--- src/rtl/adder_share_pkg.sv ---
// Shared types and constants for the adder time-sharing controller.
package adder_share_pkg;

   localparam int DEF_WIDTH = 32;
   localparam int ID_W      = 1;

   typedef enum logic [1:0] {
      ST_IDLE   = 2'd0,
      ST_SETTLE = 2'd1,
      ST_RESP   = 2'd2
   } state_t;

   function automatic logic [ID_W-1:0] other_id(input logic [ID_W-1:0] id);
      return ~id;
   endfunction

endpackage

--- src/rtl/adder_share_ctrl_if.sv ---
// Request/response bundle for adder_share_ctrl.
// ADDSHARE_SUB_EN adds the per-requester subtract selects.
interface adder_share_ctrl_if #(parameter int WIDTH = 32);

   logic                           req0_valid;
   logic                           req0_ready;
   logic [WIDTH-1:0]               req0_a;
   logic [WIDTH-1:0]               req0_b;
   logic                           req1_valid;
   logic                           req1_ready;
   logic [WIDTH-1:0]               req1_a;
   logic [WIDTH-1:0]               req1_b;
`ifdef ADDSHARE_SUB_EN
   logic                           req0_sub;
   logic                           req1_sub;
`endif
   logic                           resp_valid;
   logic                           resp_ready;
   logic [adder_share_pkg::ID_W-1:0] resp_id;
   logic [WIDTH-1:0]               resp_sum;
   logic                           resp_carry;
   logic                           busy;

`ifdef ADDSHARE_SUB_EN
   modport slave (
      input  req0_valid, req0_a, req0_b, req0_sub,
      input  req1_valid, req1_a, req1_b, req1_sub,
      input  resp_ready,
      output req0_ready, req1_ready,
      output resp_valid, resp_id, resp_sum, resp_carry, busy
   );

   modport master (
      output req0_valid, req0_a, req0_b, req0_sub,
      output req1_valid, req1_a, req1_b, req1_sub,
      output resp_ready,
      input  req0_ready, req1_ready,
      input  resp_valid, resp_id, resp_sum, resp_carry, busy
   );
`else
   modport slave (
      input  req0_valid, req0_a, req0_b,
      input  req1_valid, req1_a, req1_b,
      input  resp_ready,
      output req0_ready, req1_ready,
      output resp_valid, resp_id, resp_sum, resp_carry, busy
   );

   modport master (
      output req0_valid, req0_a, req0_b,
      output req1_valid, req1_a, req1_b,
      output resp_ready,
      input  req0_ready, req1_ready,
      input  resp_valid, resp_id, resp_sum, resp_carry, busy
   );
`endif

endinterface

--- src/rtl/adder_rr_arb.sv ---
// Two-way round-robin grant; the pointer register lives in the parent.
module adder_rr_arb (
   input  logic valid0,
   input  logic valid1,
   input  logic ptr,
   output logic grant,
   output logic grant_valid
);

   // lone requester wins outright; on contention the pointer decides
   always_comb begin
      grant_valid = valid0 | valid1;
      if (valid0 && valid1) begin
         grant = ptr;
      end else begin
         grant = valid1;
      end
   end

endmodule

--- src/rtl/rippleAdder_32bit.sv ---
// Existing 32-bit ripple-carry adder from the datapath library.
module rippleAdder_32bit (
   input  logic [31:0] a,
   input  logic [31:0] b,
   input  logic        cin,
   output logic [31:0] sum,
   output logic        cout
);

   logic [32:0] carry;

   assign carry[0] = cin;

   for (genvar i = 0; i < 32; i++) begin : g_bit
      assign sum[i]     = a[i] ^ b[i] ^ carry[i];
      assign carry[i+1] = (a[i] & b[i]) | (carry[i] & (a[i] ^ b[i]));
   end

   assign cout = carry[32];

endmodule

--- src/rtl/adder_share_ctrl.sv ---
// Time-shares one rippleAdder_32bit between two requesters.
// Operands are registered and held on the adder for SETTLE cycles before
// the sum is captured, so the ripple path never feeds a register directly.
// ADDSHARE_SUB_EN: adds per-request subtract (b inverted, carry-in 1).
module adder_share_ctrl
   import adder_share_pkg::*;
#(
   parameter int WIDTH  = DEF_WIDTH,
   parameter int SETTLE = 2
) (
   input  logic               clk,
   input  logic               rst_n,
   adder_share_ctrl_if.slave  bus
);

   localparam int CNT_W = (SETTLE > 1) ? $clog2(SETTLE) : 1;

   if (SETTLE < 1) begin : g_bad_settle
      $error("adder_share_ctrl: SETTLE must be at least 1");
   end
   if (WIDTH != 32) begin : g_bad_width
      $error("adder_share_ctrl: WIDTH must match the 32-bit adder");
   end

   state_t             state;
   logic               ptr;
   logic [CNT_W-1:0]   cnt;
   logic [WIDTH-1:0]   op_a;
   logic [WIDTH-1:0]   op_b;
   logic [ID_W-1:0]    op_id;
   logic               resp_valid_q;
   logic [ID_W-1:0]    resp_id_q;
   logic [WIDTH-1:0]   resp_sum_q;
   logic               resp_carry_q;
   logic               busy_q;

   logic               grant;
   logic               grant_valid;
   logic [WIDTH-1:0]   add_b;
   logic               add_cin;
   logic [WIDTH-1:0]   add_sum;
   logic               add_cout;

   adder_rr_arb u_arb (
      .valid0      (bus.req0_valid),
      .valid1      (bus.req1_valid),
      .ptr         (ptr),
      .grant       (grant),
      .grant_valid (grant_valid)
   );

   // ready only when idle, out of reset, and this requester holds the grant
   assign bus.req0_ready = rst_n && (state == ST_IDLE) && grant_valid && (grant == 1'b0);
   assign bus.req1_ready = rst_n && (state == ST_IDLE) && grant_valid && (grant == 1'b1);

`ifdef ADDSHARE_SUB_EN
   logic op_sub;

   assign add_b   = op_b ^ {WIDTH{op_sub}};
   assign add_cin = op_sub;
`else
   assign add_b   = op_b;
   assign add_cin = 1'b0;
`endif

   rippleAdder_32bit u_adder (
      .a    (op_a),
      .b    (add_b),
      .cin  (add_cin),
      .sum  (add_sum),
      .cout (add_cout)
   );

   // accept -> hold operands for SETTLE cycles -> present result until taken
   always_ff @(posedge clk) begin
      if (!rst_n) begin
         state        <= ST_IDLE;
         ptr          <= 1'b0;
         cnt          <= '0;
         op_a         <= '0;
         op_b         <= '0;
         op_id        <= '0;
`ifdef ADDSHARE_SUB_EN
         op_sub       <= 1'b0;
`endif
         resp_valid_q <= 1'b0;
         resp_id_q    <= '0;
         resp_sum_q   <= '0;
         resp_carry_q <= 1'b0;
         busy_q       <= 1'b0;
      end else begin
         case (state)
            ST_IDLE: begin
               if (grant_valid) begin
                  op_a   <= grant ? bus.req1_a : bus.req0_a;
                  op_b   <= grant ? bus.req1_b : bus.req0_b;
`ifdef ADDSHARE_SUB_EN
                  op_sub <= grant ? bus.req1_sub : bus.req0_sub;
`endif
                  op_id  <= grant;
                  cnt    <= CNT_W'(SETTLE - 1);
                  ptr    <= other_id(grant);
                  state  <= ST_SETTLE;
                  busy_q <= 1'b1;
               end
            end
            ST_SETTLE: begin
               if (cnt == '0) begin
                  resp_sum_q   <= add_sum;
                  resp_carry_q <= add_cout;
                  resp_id_q    <= op_id;
                  resp_valid_q <= 1'b1;
                  state        <= ST_RESP;
               end else begin
                  cnt <= cnt - CNT_W'(1);
               end
            end
            ST_RESP: begin
               if (bus.resp_ready) begin
                  resp_valid_q <= 1'b0;
                  state        <= ST_IDLE;
                  busy_q       <= 1'b0;
               end
            end
            default: begin
               state  <= ST_IDLE;
               busy_q <= 1'b0;
            end
         endcase
      end
   end

   assign bus.resp_valid = resp_valid_q;
   assign bus.resp_id    = resp_id_q;
   assign bus.resp_sum   = resp_sum_q;
   assign bus.resp_carry = resp_carry_q;
   assign bus.busy       = busy_q;

endmodule

--- src/flat_wrapper.sv ---
// flat-port wrapper written by rule: the top's interface ports become plain ports
module adder_share_ctrl_flat import adder_share_pkg::*;
#(
   parameter int WIDTH  = DEF_WIDTH,
   parameter int SETTLE = 2
)
  (clk, rst_n, bus_req0_valid, bus_req0_a, bus_req0_b, bus_req1_valid, bus_req1_a, bus_req1_b, bus_resp_ready, bus_req0_ready, bus_req1_ready, bus_resp_valid, bus_resp_id, bus_resp_sum, bus_resp_carry, bus_busy);
  adder_share_ctrl_if #(.WIDTH(WIDTH)) bus_i ();
  input  logic clk;
  input  logic rst_n;
  input wire logic [$bits(bus_i.req0_valid)-1:0] bus_req0_valid;
  input wire logic [$bits(bus_i.req0_a)-1:0] bus_req0_a;
  input wire logic [$bits(bus_i.req0_b)-1:0] bus_req0_b;
  input wire logic [$bits(bus_i.req1_valid)-1:0] bus_req1_valid;
  input wire logic [$bits(bus_i.req1_a)-1:0] bus_req1_a;
  input wire logic [$bits(bus_i.req1_b)-1:0] bus_req1_b;
  input wire logic [$bits(bus_i.resp_ready)-1:0] bus_resp_ready;
  output wire logic [$bits(bus_i.req0_ready)-1:0] bus_req0_ready;
  output wire logic [$bits(bus_i.req1_ready)-1:0] bus_req1_ready;
  output wire logic [$bits(bus_i.resp_valid)-1:0] bus_resp_valid;
  output wire logic [$bits(bus_i.resp_id)-1:0] bus_resp_id;
  output wire logic [$bits(bus_i.resp_sum)-1:0] bus_resp_sum;
  output wire logic [$bits(bus_i.resp_carry)-1:0] bus_resp_carry;
  output wire logic [$bits(bus_i.busy)-1:0] bus_busy;
  assign bus_i.req0_valid = bus_req0_valid;
  assign bus_i.req0_a = bus_req0_a;
  assign bus_i.req0_b = bus_req0_b;
  assign bus_i.req1_valid = bus_req1_valid;
  assign bus_i.req1_a = bus_req1_a;
  assign bus_i.req1_b = bus_req1_b;
  assign bus_i.resp_ready = bus_resp_ready;
  assign bus_req0_ready = bus_i.req0_ready;
  assign bus_req1_ready = bus_i.req1_ready;
  assign bus_resp_valid = bus_i.resp_valid;
  assign bus_resp_id = bus_i.resp_id;
  assign bus_resp_sum = bus_i.resp_sum;
  assign bus_resp_carry = bus_i.resp_carry;
  assign bus_busy = bus_i.busy;
  adder_share_ctrl #(.WIDTH(WIDTH), .SETTLE(SETTLE)) u_core (.clk(clk), .rst_n(rst_n), .bus(bus_i));
endmodule
--- config.mk ---
export PLATFORM = sky130hd
export DESIGN_NAME = adder_share_ctrl_flat
export DESIGN_NICKNAME = d
export VERILOG_FILES = /design/src/rtl/adder_share_pkg.sv /design/src/rtl/adder_share_ctrl_if.sv /design/src/rtl/adder_rr_arb.sv /design/src/rtl/rippleAdder_32bit.sv /design/src/rtl/adder_share_ctrl.sv /design/src/flat_wrapper.sv
export SDC_FILE = /design/constraint.sdc
export NUM_CORES = 1
export LEC_CHECK = 0
export CORE_MARGIN = 1.5
export CORE_UTILIZATION = 45
export DETAILED_ROUTE_END_ITERATION = 10
export GPL_ROUTABILITY_DRIVEN = 1
export PLACE_DENSITY = 0.8
export RECOVER_POWER = 50
export SLEW_MARGIN = 20
export SYNTH_ARGS = -nofsm -noshare
export SYNTH_HDL_FRONTEND = slang
export SYNTH_SLANG_ARGS = --single-unit
--- constraint.sdc ---
create_clock -name clk -period 16.5 [get_ports clk]
set_input_delay 1.65 -clock clk [delete_from_list [all_inputs] [get_ports clk]]
set_output_delay 1.65 -clock clk [all_outputs]
set_load 0.01 [all_outputs]
* Word-level counts from Yosys, hierarchy flattened
Index checks and enable logic that the tools add are counted.
** Word-level totals
- Output and inout bits :: 38
- Bits of input ports :: 133
- Register bits :: 105
- Word-level logic and storage cells :: 206
** Operators by class
- Multiplexer cells :: 14
- Bitwise logic cells :: 161
- Add/subtract/negate cells :: 1
- Eq/ne operators :: 5
- Reduce and logical (&&, ||, !) cells :: 14
** Operator list (number)
- $mux 32 :: 2
- $and 1x1->1 :: 63
- $xor 1x1->1 :: 63
- $or 1x1->1 :: 32
- $reduce_and 3->1 :: 3
- $mux 2 :: 3
- $pmux 2 s3 :: 1
- $reduce_and 2->1 :: 3
- $logic_and 1x1->1 :: 5
- $mux 1 :: 5
- $ne 2x2->1 const B :: 2
- $pmux 1 s2 :: 2
- $reduce_bool 2->1 :: 2
- $not 1->1 :: 3
- $pmux 1 s3 :: 1
- $eq 2x1->1 const B :: 1
- $eq 2x2->1 const B :: 1
- $logic_not 2->1 :: 1
- $ne 2x1->1 const B :: 1
- $sub 1x1->1 const B :: 1

* Depth between registers and ports, before layout
- Depth in word-level cells :: 63
- Gate-level depth with buffers :: 36
- Gate-level depth less buffers :: 36

* Hierarchy
From an unflattened synthesis, not the netlist that was laid out.
** Second synthesis, totals
- Cell total of the unflattened synthesis :: 446
- Area total of the unflattened synthesis :: 4824.6 um2
** By module, submodules not included
- adder_share_ctrl :: cells each 401, area an instance 4129.0 um2, sequential area each 2102.0 um2, times used 1
- rippleAdder_32bit :: cells each 42, area an instance 678.2 um2, sequential area each 0.0 um2, times used 1
- adder_rr_arb :: cells each 3, area an instance 17.5 um2, sequential area each 0.0 um2, times used 1

* Least setup slack after synthesis
No wires, ideal clock.
- Path kind :: register to register
- Start :: register u_core.op_b[0] (netlist: u_core.add_b[0])
- End :: register u_core.resp_sum_q[31] (netlist: u_core.bus.resp_sum[31])
- Cell stages (with the launch flop) :: 37
- Clock period less this slack :: 14.549 ns
- Arrival :: 14.463 ns
- Data required time :: 16.414 ns
- Path buffers :: 0
- Library setup time :: 0.086 ns
- Setup slack :: 1.951 ns
- Cell sequence :: dfxtp_1 ha_1 fa_1 fa_1 fa_1 fa_1 fa_1 fa_1 fa_1 fa_1 fa_1 fa_1 fa_1 fa_1 fa_1 fa_1 fa_1 inv_1 fa_1 inv_1 fa_1 fa_1 fa_1 fa_1 fa_1 fa_1 fa_1 fa_1 fa_1 fa_1 fa_1 fa_1 fa_1 fa_1 inv_1 fa_1 a211oi_1
** On the way
- Cells in the longest elaborated chain, start to end :: 62
** Ends and longest elaborated chain
- start, declared :: line adder_share_ctrl.sv:29 : logic [WIDTH-1:0] op_b;
- start signal, assigned :: line adder_share_ctrl.sv:96 : op_b <= grant ? bus.req1_b : bus.req0_b;
- $and 1x1->1 (2 in series) :: line rippleAdder_32bit.sv:16 : assign carry[i+1] = (a[i] & b[i]) | (carry[i] & (a[i] ^ b[i]));
- $or 1x1->1 :: line rippleAdder_32bit.sv:16
- $and 1x1->1 :: line rippleAdder_32bit.sv:16
- $or 1x1->1 :: line rippleAdder_32bit.sv:16
- $and 1x1->1 :: line rippleAdder_32bit.sv:16
- $or 1x1->1 :: line rippleAdder_32bit.sv:16
- $and 1x1->1 :: line rippleAdder_32bit.sv:16
- $or 1x1->1 :: line rippleAdder_32bit.sv:16
- (+45 left out)
- $or 1x1->1 :: line rippleAdder_32bit.sv:16
- $and 1x1->1 :: line rippleAdder_32bit.sv:16
- $or 1x1->1 :: line rippleAdder_32bit.sv:16
- $and 1x1->1 :: line rippleAdder_32bit.sv:16
- $or 1x1->1 :: line rippleAdder_32bit.sv:16
- $and 1x1->1 :: line rippleAdder_32bit.sv:16
- $or 1x1->1 :: line rippleAdder_32bit.sv:16
- $xor 1x1->1 :: line rippleAdder_32bit.sv:15 : assign sum[i] = a[i] ^ b[i] ^ carry[i];
- end signal, assigned :: line adder_share_ctrl.sv:109 : resp_sum_q <= add_sum;
- end, declared :: line adder_share_ctrl.sv:33 : logic [WIDTH-1:0] resp_sum_q;
No other way between the ends.
A chain may end at the register's enable or synchronous reset.

* Final worst setup path
Same ends and word-level chain as after synthesis.

==> metrics.csv <==
stage;metric;value;unit
cells_and_area;fin_nets;782;
logic_synthesis;netlist_area;0.00480;mm²
clock_network;cts_num_sinks;105;
clock_network;hold_buffers;0;
floorplan;rows;37;
logic_synthesis;syn_avg_cell_area;10.1;µm²
route;vias;4166;
setup_path;cp-start-kind;flop;
setup_path;crit_start;u_core.add_b[0];
setup_path;timing.rr.end;u_core.bus.resp_sum[31];
power;leakage;0.00280;µW
clock_network;clk_latency;360;ps
sta;finalCriticalPeriod;15050;ps
global_routing;grt_pass1_wl;21400;µm
cells_and_area;num-fill-cells;809;
logic_synthesis;synth_nets;641;
setup_path;r2r_slack;1450;ps
clock_network;cts_setup_buffers;0;
logic_synthesis;ys_seq_elements;105;
global_routing;grt_max_degree;65;
sta;tightestPinTransition;1920;ps
status;violations;max-capacitance violations, max-slew violations;
setup_path;cp-end-kind;flop;
floorplan;start_util;46.5;%
logic_synthesis;synth_xor_area_share;0;%
cells_and_area;stdcell_area;0.00665;mm²
logic_synthesis;synth_flop_cell;dfxtp_1;
floorplan;die-area;0.0113;mm²
placed_design;placed_area;0.00644;mm²
global_routing;grt_antenna_before_repair;1;
status;status;finished with violations;
logic_synthesis;synthCells;476;
setup_path;crit_top_cell;fa_1;
route;drt_iter0_drc;243;
sta;finalHoldViolations;0;
sta;max_slew_margin;-28.2;%
setup_path;worstPathMaxFanout;2;
route;postRouteAntennaNets;0;
cells_and_area;multi_input_area;0.00240;mm²
clock_network;ctsLongestPathBuffers;2;
sta;fin_setup_tns;0;ps
placed_design;hpwl;9410;µm
cells_and_area;final_cell_mix;132 x clkdlybuf4s50_1, 105 x dfxtp_1, 64 x nand2_1;
clock_network;path_clk_slew;100;ps
global_routing;track_usage;24.2;%
route;drc;0;
logic_synthesis;synthMuxAreaShare;0;%
route;routedWlPerCell;17.3;µm
setup_path;critPathKind;flop to flop;
logic_synthesis;ys_warn_count;0;
setup_path;crit_path_top_delay_cell;fa_1;
setup_path;endpoint;u_core.bus.resp_sum[31];
setup_path;rr_worst_depth;36;
logic_synthesis;synth-simple-area-share;17.2;%
route;via_per_inst;5.49;
logic_synthesis;synth_compound_area_share;19.2;%
sta;rsz0062_at_grt;no;
logic_synthesis;synthAdderAreaFrac;13.2;%
logic_synthesis;async_flop_share;0;%
global_routing;overflow;0;
cells_and_area;regArea;0.00210;mm²
clock_network;tritoncts;built;
clock_network;cts-htree-levels;3;
setup_path;cp.required;16760;ps
sta;setup_violations;0;
sta;fin_worst_skew;16.2;ps
sta;final-max-slew-violation-count;53;
logic_synthesis;synth_edf_count;0;
logic_synthesis;synth.distinct_cells;31;
placed_design;gp_congestion;0.857;
cells_and_area;utilization;64.4;%
sta;fmax;66.4;MHz
setup_path;worst_path_largest_cell_delay;490;ps
floorplan;die_h;106;µm
floorplan;core;0.0103;mm²
power;vdd.ir_drop.worst;0.0471;mV
logic_synthesis;synth_top_family_by_area;compound AO/OA/AOI/OAI gates;
floorplan;io_pins;171;
job;maxCapViolations;1;
route;routed_wl;13200;µm
sta;post-route-period-util;91.2;%
min_path;hp-class;flop to flop;
logic_synthesis;ys_seq_area_share;43.8;%
clock_network;cts_buffers;9;
setup_path;reg2reg_from;u_core.add_b[0];
clock_network;root_buffer;clkbuf_8;
cells_and_area;syn2layout_area_growth;38.6;%
cells_and_area;final_common_cell;clkdlybuf4s50_1;
setup_path;arrival;15310;ps
power;power.total;613;µW
clock_network;post_cts_resize_count;0;
power;p_per_area;92.1;mW/mm²
placed_design;port_buffers;170;
floorplan;die_w;106;µm
global_routing;grt_pass1_vias;4265;
route;dr.pass1.iters;5;
cells_and_area;drive_above_1_share;4.18;%
## power breakdown
group          switching [µW]  total (µW)  internal [µW]
combinational            67.8         143           75.4
clock                    86.3         166           79.4
sequential               22.3         304            282
total                     176         613            436
## registers in the layout, summed over array words and instances, names as in the netlist
| name | flops |
|---|---|
| u_core.bus.resp_sum | 32 |
| u_core.bus.busy | 1 |
| u_core.ptr | 1 |
| u_core.cnt | 1 |
| u_core.state | 2 |
| u_core.bus.resp_id | 1 |
| u_core.add_b | 32 |
| u_core.bus.resp_valid | 1 |
| u_core.op_a | 32 |
| u_core.op_id | 1 |
| u_core.bus.resp_carry | 1 |
## how the worst min path moves through the flow
stage	startpoint	slack, ps	cells after the start	to
5_1_grt	u_core.bus.resp_sum[14]	480	2	u_core.bus.resp_sum[14]
4_1_cts	u_core.bus.resp_sum[17]	460	2	u_core.bus.resp_sum[17]
6_report	u_core.bus.resp_sum[17]	460	2	u_core.bus.resp_sum[17]
3_3_place_gp	u_core.op_id	440	1	u_core.op_id
3_5_place_dp	u_core.op_id	440	1	u_core.op_id
2_1_floorplan	u_core.op_id	430	1	u_core.op_id
## routing by layer
| metal | share of wire [%] | vias up | GRT usage (%) |
|---|---|---|---|
| met3 | 6.3 | 16 | 4.66 |
| met2 | 49 | 156 | 39.9 |
| li1 | - | 2016 | - |
| met1 | 43 | 1978 | 31.2 |
| met4 | 2.1 | 0 | 9.36 |
| met5 | 0 | - | 0 |
## metrics by stage
stage          hold slack [ps]  instances  worst slack, ps
6_report                   459        759             1450
5_1_grt                    476        759              916
4_1_cts                    462        758             1340
3_5_place_dp               440        742             1360
3_3_place_gp               437        742             1550
2_1_floorplan              426        476             1950
## layout make-up
class,count,area share (%)
Clock inverter,5,0.922
Sequential cell,105,31.6
Multi-Input combinational cell,316,36.0
Clock buffer,11,2.28
Inverter,11,0.621
Tap cell,136,2.56
Timing Repair Buffer,174,26.0
Antenna cell,1,0.0376
## cells by family (layout without fill, tap and decap cells)
group,Yosys count,in the layout
buffers and inverters,55,201
adder cells (fa/ha/maj),32,32
flip-flops,105,105
AND/OR/NAND/NOR,159,159
AO/OA/AOI/OAI,125,125
other,0,1
## Yosys cell counts (3+ instances only)
cell type	instances	area [µm²]
a221o_1	50	500
buf_2	10	50.1
a31oi_1	14	87.6
inv_1	10	37.5
dfxtp_1	105	2100
clkbuf_1	20	75.1
nand2_1	64	240
and3_1	51	319
nand3_1	15	75.1
a21o_1	3	22.5
a211oi_1	3	22.5
nand2b_1	3	18.8
o21ai_0	16	80.1
fa_1	31	621
a21oi_1	35	175
nor2_1	6	22.5
buf_6	13	146
nand4_1	14	87.6
## critical path, delay by kind of cell, from the launching register on
family | cells | cell delay, ps
buffers and inverters | 3 | 230
adders and majority gates | 32 | 14180
AOI/OAI and AO/OA | 1 | 200
DFF | 1 | 340
Note: power is estimated with default switching activity, not from simulation.
==> patch 1: new RTL, config.mk and constraints unchanged <==
The 3 states of `state_t` get a one-hot encoding in 3 bits.
--- a/src/rtl/adder_share_pkg.sv
+++ b/src/rtl/adder_share_pkg.sv
@@ -5,8 +5,8 @@
    localparam int ID_W      = 1;
 
-   typedef enum logic [1:0] {
-      ST_IDLE   = 2'd0,
-      ST_SETTLE = 2'd1,
-      ST_RESP   = 2'd2
+   typedef enum logic [2:0] {
+      ST_IDLE   = 3'b001,
+      ST_SETTLE = 3'b010,
+      ST_RESP   = 3'b100
    } state_t;
 
Behaviour: no difference found for any inputs over 10 cycles, from zero or initial values and one cycle with rst_n low; not proved beyond that.
==> patch 1 against the original RTL <==
Worst setup slack got worse by 0.0032 ns; wire length decreased by 1.7%; cell area increased by 5.5%; die area increased by 7.3%; synthesized area increased by 7.5%; utilization decreased by 0.84 points; largest power group unchanged; largest cell class unchanged; the flow still finishes with violations (max-capacitance violations, max-slew violations); power increased by 2.6%; sequential cell count increased by 1.
==> patch 1: results <==
group,metric,value,unit
placement,place_hpwl,9000,um
final_layout,drive_gt1_share,9.82,%
route,drt_first_pass_iters,4,
worst_setup_path,rrSetupSlack,1.45,ns
route,dr_wl_met3,772,um
global_routing,grtUsageTotal,21.5,%
final_layout,final_cell_count_no_fill,741,
final_layout,inverters,8,
outcome,status,"complete, but fails checks",
timing,relSlewSlack,-102,%
flow_run,maxCapViolations,2,
yosys,syn-mean-instance-area,11.2,um^2
yosys,yosysSeqAreaShare,41.1,%
route,drtIter0Drc,155,
final_layout,n_clock_buffer,12,
placement,place.gp.congestion,0.784,
final_layout,layout.nonclk_buf_share,24.6,%
timing,slew_viol_final,139,
pwr,power_frac_comb,20.9,%
global_routing,grt_first_pass_wirelength,20300,um
final_layout,diodes,0,
yosys,synthDistinctLibCells,33,
global_routing,grt_use_met2,37.2,%
pwr,leakagePower,2.55,nW
final_layout,nets,761,
outcome,failed_checks,"max-capacitance violations, max-slew violations",
timing,skew,0.00999,ns
final_layout,fill_cells,884,
## patch 1: cell types whose count changed after synthesis, sizes merged, moves of 3 or more
cell / delta
clkbuf: +4
buf: +4
a21oi: -30
nand4: -14
a32oi: +64
o2bb2ai: +64
nand3: +17
a31oi: -14
o21ai: +19
a221o: -50
and3: -50
nand3b: +3
nand2: -28
## patch 1: through the flow
stage / worst slack, ns / total power [W] / hold WS (ns) / util (%) / instance area (um^2)
2_1_floorplan: 1.95 / 0.000383 / 0.432 / - / 5160
3_3_place_gp: 1.59 / 0.000432 / 0.447 / 61.6 / 6790
3_5_place_dp: 1.36 / 0.000438 / 0.451 / 61.6 / 6790
4_1_cts: 1.33 / 0.000634 / 0.462 / 64.1 / 7070
5_1_grt: 0.871 / 0.000657 / 0.479 / 63.6 / 7020
6_report: 1.45 / 0.000629 / 0.455 / 63.6 / 7020
==> patch 2: new RTL, config.mk and constraints unchanged <==
Made on the original files. `SETTLE` is set to 2 in 2 places; all go to 1.
--- a/src/rtl/adder_share_ctrl.sv
+++ b/src/rtl/adder_share_ctrl.sv
@@ -7,5 +7,5 @@
 #(
    parameter int WIDTH  = DEF_WIDTH,
-   parameter int SETTLE = 2
+   parameter int SETTLE = 1
 ) (
    input  logic               clk,
--- a/src/flat_wrapper.sv
+++ b/src/flat_wrapper.sv
@@ -3,5 +3,5 @@
 #(
    parameter int WIDTH  = DEF_WIDTH,
-   parameter int SETTLE = 2
+   parameter int SETTLE = 1
 )
   (clk, rst_n, bus_req0_valid, bus_req0_a, bus_req0_b, bus_req1_valid, bus_req1_a, bus_req1_b, bus_resp_ready, bus_req0_ready, bus_req1_ready, bus_resp_valid, bus_resp_id, bus_resp_sum, bus_resp_carry, bus_busy);
Function: changed (Yosys sat finds a counterexample within 4 cycles, from zero or initial values and one cycle with rst_n low).
==> patch 2 against the original RTL <==
The run still ends with max-capacitance violations, max-slew violations left; utilization is 0.16 points lower; worst setup slack better by 0.088 ns; cell count is 4.1% higher; die area is 0.18% lower; power is 7.5% lower; hold slack worse by 0.0013 ns; sequential share of layout area is 0.22 points lower; global-route usage is 1.5 points lower; wire length is 3.6% lower; cell area is 0.24% lower; sequential cell count is 1 lower; synthesized area is 0.18% lower; first-iteration DRC count is 8.2% lower; largest power group unchanged.
==> patch 2: results <==
group,metric,value,unit
worst_setup_path,slowest_stage,"fa_1",
global_routing,grt_first_pass_wirelength,20200,um
cts,post-cts-setup-buffers,0,
final_layout,nets,815,
yosys,synthArstFlopShare,0,%
yosys,ys_top_cells_by_area,"dfxtp_1 43%, fa_1 13%, a221o_1 12%, nor3_1 6.3%, inv_1 5.2%",
final_layout,drive_gt1_share,3.36,%
yosys,yosysSeqAreaShare,43.5,%
flow_run,maxCapViolations,2,
yosys,synth_edf_count,0,
pwr,ir_worst_vdd,0.0576,mV
timing,tightestPinTransition,2.66,ns
yosys,synthDistinctLibCells,30,
placement,place.gp.congestion,0.840,
yosys,netlist_top_cells_count,"104 x dfxtp_1, 66 x inv_1, 63 x nand2_1, 60 x nor3_1, 59 x a221o_1",
cts,insertion_delay,0.35,ns
placement,place_hpwl,9410,um
cts,cts-resized-gates,0,
cts,cts_buffer_depth,2,
cts,cts_buffers,9,
route,drt_first_pass_iters,4,
placement,dpl_cell_area,0.00646,mm^2
worst_setup_path,worstRegToRegCells,36,
worst_setup_path,rrSetupSlack,1.54,ns
global_routing,grt_use_met2,40.3,%
worst_setup_path,regToRegStartpoint,"u_core.add_b[0]",
final_layout,fill_cells,850,
route,drtIter0Drc,223,
pwr,leakagePower,2.81,nW
worst_setup_path,slowest_delay,0.50,ns
route,wl,12700,um
worst_setup_path,critical_path.endpoint,"u_core.bus.resp_sum[31]",
worst_setup_path,crit_fanout,2,
timing,skew,0.0138,ns
global_routing,grt_pass1_vias,4126,
worst_setup_path,crit_path_start_kind,"register",
timing,slew_viol_final,123,
cts,ctsHtreeMaxLevel,3,
outcome,failed_checks,"max-capacitance violations, max-slew violations",
global_routing,grt_use_met1,27.4,%
global_routing,antenna_found_initial,0,
placement,portBuffers,170,
yosys,synth-main-ff-cell,"dfxtp_1",
worst_hold_path,hold_class,"reg -> reg",
route,drc,0,
global_routing,grt_use_met3,3.99,%
yosys,synth_nets,673,
global_routing,grtUsageTotal,22.7,%
yosys,yosys_warnings,0,
route,viasPerCell,5.30,
global_routing,grt_max_degree,62,
outcome,status,"complete, but fails checks",
final_layout,diodes,0,
worst_setup_path,cp_data_arrival_time,15.23,ns
patch 2: cell families after synthesis:
kind of cell	count (synthesis)	share of synthesized area, %
AO/OA/AOI/OAI	113	18.7
adder cells (fa/ha/maj)	32	13.2
buffers and inverters	109	10.2
flip-flops	104	43.5
AND/OR/NAND/NOR	150	14.4
patch 2: through the flow:
step / utilization [%] / setup WS (ns) / hold WS, ns / instances
floorplan: - / 1.95 / 0.426 / 508
detailed placement: 62.6 / 1.46 / 0.440 / 775
finish: 64.3 / 1.54 / 0.457 / 790
global placement: 62.6 / 1.56 / 0.436 / 775
CTS: 64.3 / 1.41 / 0.459 / 790
global route: 64.3 / 1.00 / 0.479 / 790
patch 2: layout make-up:
class | count | share of cell area, %
flip-flops and latches | 104 | 31.4
clock buffers | 11 | 2.28
well taps | 136 | 2.56
clock inverters | 4 | 0.434
inverters | 67 | 3.79
repair buffers | 173 | 25.9
multi-input cells | 295 | 33.7
patch 2: per-layer routing:
layer | routed length [um] | share of wire (%)
met5 | 0 | 0
met4 | 248 | 2.0
met3 | 860 | 6.8
met2 | 6340 | 50
met1 | 5230 | 41
patch 2: worst min path at each step:
stage	start	to	cells after the start
final	u_core.bus.resp_sum[30]	u_core.bus.resp_sum[30]	2
after global routing	u_core.bus.resp_sum[27]	u_core.bus.resp_sum[27]	2
after CTS	u_core.bus.resp_sum[30]	u_core.bus.resp_sum[30]	2
after detailed placement	u_core.op_id	u_core.op_id	1
after global placement	u_core.op_id	u_core.op_id	1
after floorplan	u_core.op_id	u_core.op_id	1
patch 2: power by group:
| group | total (W) | internal [W] | switching [W] |
|---|---|---|---|
| sequential | 0.000295 | 0.000276 | 0.0000194 |
| combinational | 0.000128 | 0.0000688 | 0.0000587 |
| clock | 0.000144 | 0.0000627 | 0.0000817 |
patch 2: worst max-delay path, delay by kind of cell, from the launching register on:
| kind | cells | cell delay, ns |
|---|---|---|
| buf+inv | 3 | 0.21 |
| compound gates | 1 | 0.19 |
| fa+ha+maj | 32 | 14.14 |
| flops | 1 | 0.33 |
